<file path="config.mk">
export PLATFORM = sky130hd
export DESIGN_NAME = core_bus_arbiter
export DESIGN_NICKNAME = d
export VERILOG_FILES = /design/src/rtl/core_bus_arbiter_pkg.sv /design/src/rtl/core_bus_arbiter.sv
export SDC_FILE = /design/constraint.sdc
export NUM_CORES = 1
export LEC_CHECK = 0
export ABC_CLOCK_PERIOD_IN_PS = 2000
export CORE_AREA = 3 3 198 200
export DETAILED_ROUTE_END_ITERATION = 8
export DIE_AREA = 0 0 201 203
export PLACE_DENSITY = 0.69
export SETUP_SLACK_MARGIN = 0.4
export SYNTH_ARGS = -nofsm -noshare
export SYNTH_HDL_FRONTEND = slang
export SYNTH_SLANG_ARGS = --single-unit
export TNS_END_PERCENT = 20
</file>
<file path="constraint.sdc">
create_clock -name clk -period 2 [get_ports clk]
set_clock_uncertainty 0.05 [all_clocks]
set_input_delay 0.6 -clock clk [delete_from_list [all_inputs] [get_ports clk]]
set_output_delay 0.6 -clock clk [all_outputs]
set_load 0.03 [all_outputs]
</file>
<file path="src/rtl/core_bus_arbiter_pkg.sv">
// Shared bus types for the core-side ibus/dbus and the merged memory-side channel.
// Also holds the arbiter FSM state encoding and the access size codes.
package core_bus_arbiter_pkg;

    localparam int ADDR_W = 64;
    localparam int DATA_W = 64;
    localparam int STRB_W = DATA_W / 8;

    localparam logic [2:0] MSIZE1 = 3'b000;
    localparam logic [2:0] MSIZE2 = 3'b001;
    localparam logic [2:0] MSIZE4 = 3'b010;
    localparam logic [2:0] MSIZE8 = 3'b011;

    typedef struct packed {
        logic              valid;
        logic [ADDR_W-1:0] addr;
    } ibus_req_t;

    typedef struct packed {
        logic        addr_ok;
        logic        data_ok;
        logic [31:0] data;
    } ibus_resp_t;

    typedef struct packed {
        logic              valid;
        logic [ADDR_W-1:0] addr;
        logic [2:0]        size;
        logic [STRB_W-1:0] strobe;
        logic [DATA_W-1:0] data;
    } dbus_req_t;

    typedef struct packed {
        logic              addr_ok;
        logic              data_ok;
        logic [DATA_W-1:0] data;
    } dbus_resp_t;

    typedef struct packed {
        logic              valid;
        logic              is_write;
        logic [2:0]        size;
        logic [ADDR_W-1:0] addr;
        logic [STRB_W-1:0] strobe;
        logic [DATA_W-1:0] data;
    } mem_req_t;

    typedef struct packed {
        logic              ready;
        logic [DATA_W-1:0] data;
    } mem_resp_t;

    typedef enum logic [1:0] {
        IDLE  = 2'd0,
        IBUSY = 2'd1,
        DBUSY = 2'd2,
        DONE  = 2'd3
    } arb_state_t;

endpackage

</file>
<file path="src/rtl/core_bus_arbiter.sv">
// Serialises the core's ibus and dbus onto one memory request channel, one transaction at a time.
// Optional ARB_ROUND_ROBIN_EN: alternate grants on contention instead of fixed dbus priority.
module core_bus_arbiter
    import core_bus_arbiter_pkg::*;
(
    input  logic       clk,
    input  logic       rst,
    input  ibus_req_t  ireq,
    output ibus_resp_t iresp,
    input  dbus_req_t  dreq,
    output dbus_resp_t dresp,
    output mem_req_t   oreq,
    input  mem_resp_t  oresp
);

    arb_state_t state_q, state_d;
    mem_req_t   oreq_q, oreq_d;
    ibus_resp_t iresp_q, iresp_d;
    dbus_resp_t dresp_q, dresp_d;
    logic       grant_d;

`ifdef ARB_ROUND_ROBIN_EN
    // 0 = ibus won the previous grant, 1 = dbus did
    logic last_grant_q, last_grant_d;

    always_comb begin
        grant_d = dreq.valid;
        if (dreq.valid && ireq.valid) begin
            grant_d = ~last_grant_q;
        end
    end
`else
    always_comb begin
        grant_d = dreq.valid;
    end
`endif

    // oreq_q doubles as the request latch; it is only re-loaded on a grant
    always_comb begin
        state_d         = state_q;
        oreq_d          = oreq_q;
        iresp_d         = '0;
        iresp_d.data    = iresp_q.data;
        dresp_d         = '0;
        dresp_d.data    = dresp_q.data;
`ifdef ARB_ROUND_ROBIN_EN
        last_grant_d    = last_grant_q;
`endif
        unique case (state_q)
            IDLE: begin
                if (dreq.valid || ireq.valid) begin
                    oreq_d.valid = 1'b1;
                    if (grant_d) begin
                        oreq_d.is_write = (dreq.strobe != '0);
                        oreq_d.size     = dreq.size;
                        oreq_d.addr     = dreq.addr;
                        oreq_d.strobe   = dreq.strobe;
                        oreq_d.data     = dreq.data;
                        dresp_d.addr_ok = 1'b1;
                        state_d         = DBUSY;
                    end else begin
                        oreq_d.is_write = 1'b0;
                        oreq_d.size     = MSIZE4;
                        oreq_d.addr     = ireq.addr;
                        oreq_d.strobe   = '0;
                        oreq_d.data     = '0;
                        iresp_d.addr_ok = 1'b1;
                        state_d         = IBUSY;
                    end
`ifdef ARB_ROUND_ROBIN_EN
                    last_grant_d = grant_d;
`endif
                end
            end
            IBUSY: begin
                if (oresp.ready) begin
                    oreq_d.valid    = 1'b0;
                    iresp_d.data_ok = 1'b1;
                    iresp_d.data    = oreq_q.addr[2] ? oresp.data[63:32] : oresp.data[31:0];
                    state_d         = DONE;
                end
            end
            DBUSY: begin
                if (oresp.ready) begin
                    oreq_d.valid    = 1'b0;
                    dresp_d.data_ok = 1'b1;
                    dresp_d.data    = oresp.data;
                    state_d         = DONE;
                end
            end
            DONE: begin
                state_d = IDLE;
            end
            default: begin
                state_d = IDLE;
            end
        endcase
    end

    always_ff @(posedge clk) begin
        if (!rst) begin
            state_q <= IDLE;
            oreq_q  <= '0;
            iresp_q <= '0;
            dresp_q <= '0;
        end else begin
            state_q <= state_d;
            oreq_q  <= oreq_d;
            iresp_q <= iresp_d;
            dresp_q <= dresp_d;
        end
    end

`ifdef ARB_ROUND_ROBIN_EN
    always_ff @(posedge clk) begin
        if (!rst) begin
            last_grant_q <= 1'b0;
        end else begin
            last_grant_q <= last_grant_d;
        end
    end
`endif

    assign oreq  = oreq_q;
    assign iresp = iresp_q;
    assign dresp = dresp_q;

endmodule

</file>
== Word-level counts from Yosys, hierarchy flattened ==
Index checks and enable logic that the tools add are counted.
Widths: inputs -> output; s select.

* Equality and inequality tests: 5
* Mux-type cells: 13
* Reductions and logical operators: 13

{| class="wikitable"
|+ Operators by type and width
! cell !! number
|-
| $mux 141 || 1
|-
| $mux 140 || 1
|-
| $mux 65 || 1
|-
| $mux 33 || 1
|-
| $mux 32 || 1
|-
| $reduce_and 2->1 || 6
|-
| $reduce_bool 8->1 || 1
|-
| $mux 2 || 3
|-
| $pmux 2 s3 || 1
|-
| $reduce_and 3->1 || 2
|-
| $eq 2x2->1 const B || 2
|-
| $mux 1 || 3
|-
| $eq 2x1->1 const B || 1
|-
| $logic_not 2->1 || 1
|-
| $ne 2x1->1 const B || 1
|-
| $ne 2x2->1 const B || 1
|-
| $pmux 1 s2 || 1
|-
| $reduce_bool 2->1 || 1
|-
| $reduce_or 2->1 || 1
|-
| $logic_or 1x1->1 || 1
|}

* Register bits: 243
* Bits of input ports: 272
* Logic and storage cells: 44

== Longest topological paths before layout ==
* Word-level depth: 4
* Depth in mapped cells: 8
* Gate-level depth less buffers: 5

== Least setup slack after synthesis ==
No wires, ideal clock.

* Path type: input port to flip-flop
* From: input dreq[139] in the netlist's numbering
* To: register oreq_q (netlist bit oreq[72])
* Setup time: 0.146 ns
* Arrival time: 1.397 ns
* Slack: 0.407 ns
* Cell stages on the path: 6
* Buffers on the path: 3
* Cells stage by stage: buf_4 -> o21a_2 -> buf_6 -> buf_2 -> nor2_1 -> a211oi_2

* Longest elaborated chain between the ends: 2
* Elaborated cells between the ends (all ways): 3
* Those cells by class: 1 x mux; 2 x reduce/logical

{| class="wikitable"
|+ RTL lines
! element !! line !! text
|-
| start: declaration || core_bus_arbiter.sv:10 || <nowiki>input dbus_req_t dreq,</nowiki>
|-
| $logic_or 1x1->1 || core_bus_arbiter.sv:51 || <nowiki>if (dreq.valid || ireq.valid) begin</nowiki>
|-
| $reduce_and 2->1 (no source line) || n/a ||
|-
| end signal: assignment || core_bus_arbiter.sv:108 || <nowiki>oreq_q <= oreq_d;</nowiki>
|-
| end: declaration || core_bus_arbiter.sv:17 || <nowiki>mem_req_t oreq_q, oreq_d;</nowiki>
|}

Several ways; a longest one is shown, not always the timed one.
A chain may end at the register's enable or synchronous reset.

== Worst setup path in the final report ==
* From: register oreq_q (netlist bit oreq[56])
* To: output oreq[56] in the netlist's numbering

{| class="wikitable"
|+ RTL lines
! element !! line !! text
|-
| end: declaration || core_bus_arbiter.sv:12 || <nowiki>output mem_req_t oreq,</nowiki>
|}

No word-level cell between the ends.

==> flow_metrics.tcl <==
set metrics [dict create \
    status "finished, final reports clean" \
    drv_slew 0 \
    place_area_sq_um 15900 \
    track_usage 0.165 \
    path_cells "buf_4" \
    cts.path.max_buffers 3 \
    synthAdderAreaFrac 0.00512 \
    worst-endpoint-arrival_ns 1.06 \
    synth_compound_area_frac 0.185 \
    critical_path_buf_inv_count 1 \
    fin_tns_setup_ns 0 \
    cts.sinks 243 \
    ys_seq_area_frac 0.498 \
    htreeDepth 1 \
    synth_xor_area_frac 0 \
    fmax_mhz 586 \
    slew_headroom 0.597 \
    r2r-start "state_q[0]$_SDFFE_PN0P_" \
    worstSetupStartpointType "register" \
    timing.final.crit_period_ns 1.71 \
    vias_per_cell 4.58 \
    whs_path_depth 3 \
    max_stage_delay_ns 0.35 \
    cts_buffers 28 \
    r2r_slack_ns 0.39 \
    dpl.cell_count 2084 \
    layoutNonFillerInstCount 2157 \
    worstMarginPinSlew_ns 0.604 \
    io_pins 513 \
    cp_top_family "flip-flops" \
    grt_pass1_wl_mm 55.0 \
    route.detailed.drc 0 \
    slowest_stage "dfxtp_1" \
    gp_congestion 0.819 \
    place_ws_ns -0.190 \
    synthMuxAreaShare 0.100 \
    antenna_found_initial 1 \
    clock_latency_ns 0.53 \
    rows 71 \
    dieArea_sq_um 40800 \
    drt_first_pass_iters 5 \
    total_power_w 0.0220 \
    die_w_um 201 \
    io_buffers 512 \
    yosys_warnings 0 \
    synth_fp_nets 1359 \
    end_kind "output port" \
    max_cap_violations 0 \
    synth_top_family_by_area "compound AO/OA/AOI/OAI gates" \
    cp.required_ns 1.35 \
    fp.dieH_um 203 \
    hp-start "dreq[139]" \
    first_global_vias 9756 \
    synthesis.area_sq_um 9780 \
    syn_to_final_growth_pct 77.1 \
    final_area_sq_um 17300 \
    drt_iter0_drc 392 \
    grt_max_degree 64 \
    ys_ff_latch 243 \
    wire_per_inst_um 17.1 \
    initial_core_util 0.260 \
    coreArea_sq_um 37600 \
    powerDensity_nw_per_um2 1270 \
    clock-root-buffer "clkbuf_16" \
    path_depth 1 \
    fin_crit_sh 0.853 \
    grt_setup_unrepaired "yes" \
    drive_above_1_share 0.371 \
    hp-class "input port to register" \
    dp_hpwl_mm 27.7 \
    total_leakage_power_nw 6.92 \
    r2r_end "oreq[87]$_SDFFE_PN0P_" \
    clk_transition_reported_paths_ns 0.06 \
    synth_area_per_cell_sq_um 9.03 \
    hold_viol 0 \
    detail-route-antenna-nets 0 \
    holdPathEnd "dresp[65]$_SDFF_PN0_" \
    drt_wl_total_mm 36.8 \
    synth_cell_types 30 \
    peakVddDrop_v 0.000628 \
    critical_path_class "register to output port" \
    nets 1902 \
    final.setup.worst_slack_ns 0.294 \
    critPathMaxFanout 2 \
    reg2reg_depth 6 \
    syn-instance-count 1083 \
    setup_viol 0 \
    synth-simple-area-share 0.162 \
    num_vias 9881 \
    cts_tree "yes" \
    overflow 0 \
]
[per-stage QoR]
step / hold WS [ns] / util
after floorplan: 0.401 / -
after global placement: 0.388 / 0.422
after detailed placement: 0.392 / 0.422
after CTS: 0.340 / 0.429
after global routing: 0.386 / 0.461
final: 0.367 / 0.461
[cell type report]
type	count	area, sq um
Timing Repair Buffer	611	6210
Clock buffer	38	810
Fill cell	3605	20300
Tap cell	511	639
Sequential cell	243	5060
Multi-Input combinational cell	738	4450
Inverter	4	22.5
Clock inverter	11	115
Antenna cell	1	2.50
[cells in the mapped netlist]
cell	number	area share
buf_1	15	0.0058
inv_2	1	0.00038
clkbuf_1	32	0.012
nand3b_1	1	0.00077
nand3_1	74	0.038
o211ai_1	2	0.0015
buf_4	10	0.0077
o21ai_0	1	0.00051
dfxtp_1	243	0.50
o21a_1	1	0.00077
buf_2	39	0.020
o21ai_1	2	0.0010
and2_1	2	0.0013
a21o_1	1	0.00077
and4b_1	1	0.0010
a21oi_1	139	0.071
mux2i_1	98	0.10
and3_1	1	0.00064
buf_6	2	0.0023
nand2b_1	1	0.00064
or4_1	2	0.0015
nor2_1	101	0.039
ha_1	4	0.0051
inv_1	3	0.0012
a2bb2oi_1	1	0.00090
a211oi_2	64	0.082
o21a_2	1	0.00090
nand2_1	208	0.080
a311oi_1	1	0.00090
a211oi_1	32	0.025
[sequential cells by signal, indices dropped and copies added, names as in the netlist]
register	cells
iresp	34
dresp	66
oreq	141
state_q	2
[layout by cell type (no fill, tap or decap), types with 5 or more instances in the layout]
| cell type | synthesis | final |
|---|---|---|
| clkdlybuf4s50_1 | 0 | 270 |
| nand2_1 | 208 | 207 |
| buf_6 | 2 | 207 |
| dfxtp_2 | 0 | 153 |
| a21oi_1 | 139 | 139 |
| buf_4 | 10 | 120 |
| nor2_1 | 101 | 101 |
| mux2i_1 | 98 | 98 |
| dfxtp_1 | 243 | 90 |
| nand3_1 | 74 | 74 |
| a211oi_2 | 64 | 64 |
| a211oi_1 | 32 | 32 |
| clkbuf_16 | 0 | 29 |
| buf_12 | 0 | 14 |
| clkinv_2 | 0 | 6 |
| clkbuf_8 | 0 | 5 |
[metal layers]
metal | track usage | up-vias | wire length, um
li1 | - | 4823 | -
met1 | 0.190 | 4595 | 14400
met2 | 0.291 | 402 | 18100
met3 | 0.0582 | 61 | 3400
met4 | 0.0492 | 0 | 901
met5 | 0 | - | 0
[how the worst max path moves through the flow]
| stage | from | slack, ns | end |
|---|---|---|---|
| final | oreq[56]$_SDFFE_PN0P_ | 0.29 | oreq[56] |
| after global routing | oreq[56]$_SDFFE_PN0P_ | 0.25 | oreq[56] |
| after CTS | dresp[24]$_SDFFE_PN0P_ | 0.15 | dresp[24] |
| after detailed placement | oresp[64] | -0.19 | iresp[26]$_SDFFE_PN0P_ |
| after global placement | oresp[64] | -0.13 | dresp[21]$_SDFFE_PN0P_ |
| after floorplan | dreq[139] | 0.41 | oreq[72]$_SDFFE_PN0P_ |
[logic make-up (layout without fill, tap and decap cells)]
group                      after synthesis  after routing
DFF                                    243            243
and+or+nand+nor                        391            391
buffers and inverters                  102            664
AOI/OAI and AO/OA                      245            245
adders and majority gates                4              4
other                                    0              1
muxes                                   98             98
[power by group]
part | total (W) | leakage, nW | internal, W | switching (W)
combinational | 0.0102 | 4.41 | 0.00445 | 0.00574
clock | 0.00510 | 0.458 | 0.00307 | 0.00203
sequential | 0.00674 | 2.05 | 0.00603 | 0.000707
[timing repair]
action | in CTS | in global routing
hold buffers | 0 | 0
resized for setup | 1171 | 851
setup buffers | 4 | 19
endpoints found under the setup margin | 253 | 464
Note: power is estimated with default switching activity, not from simulation.
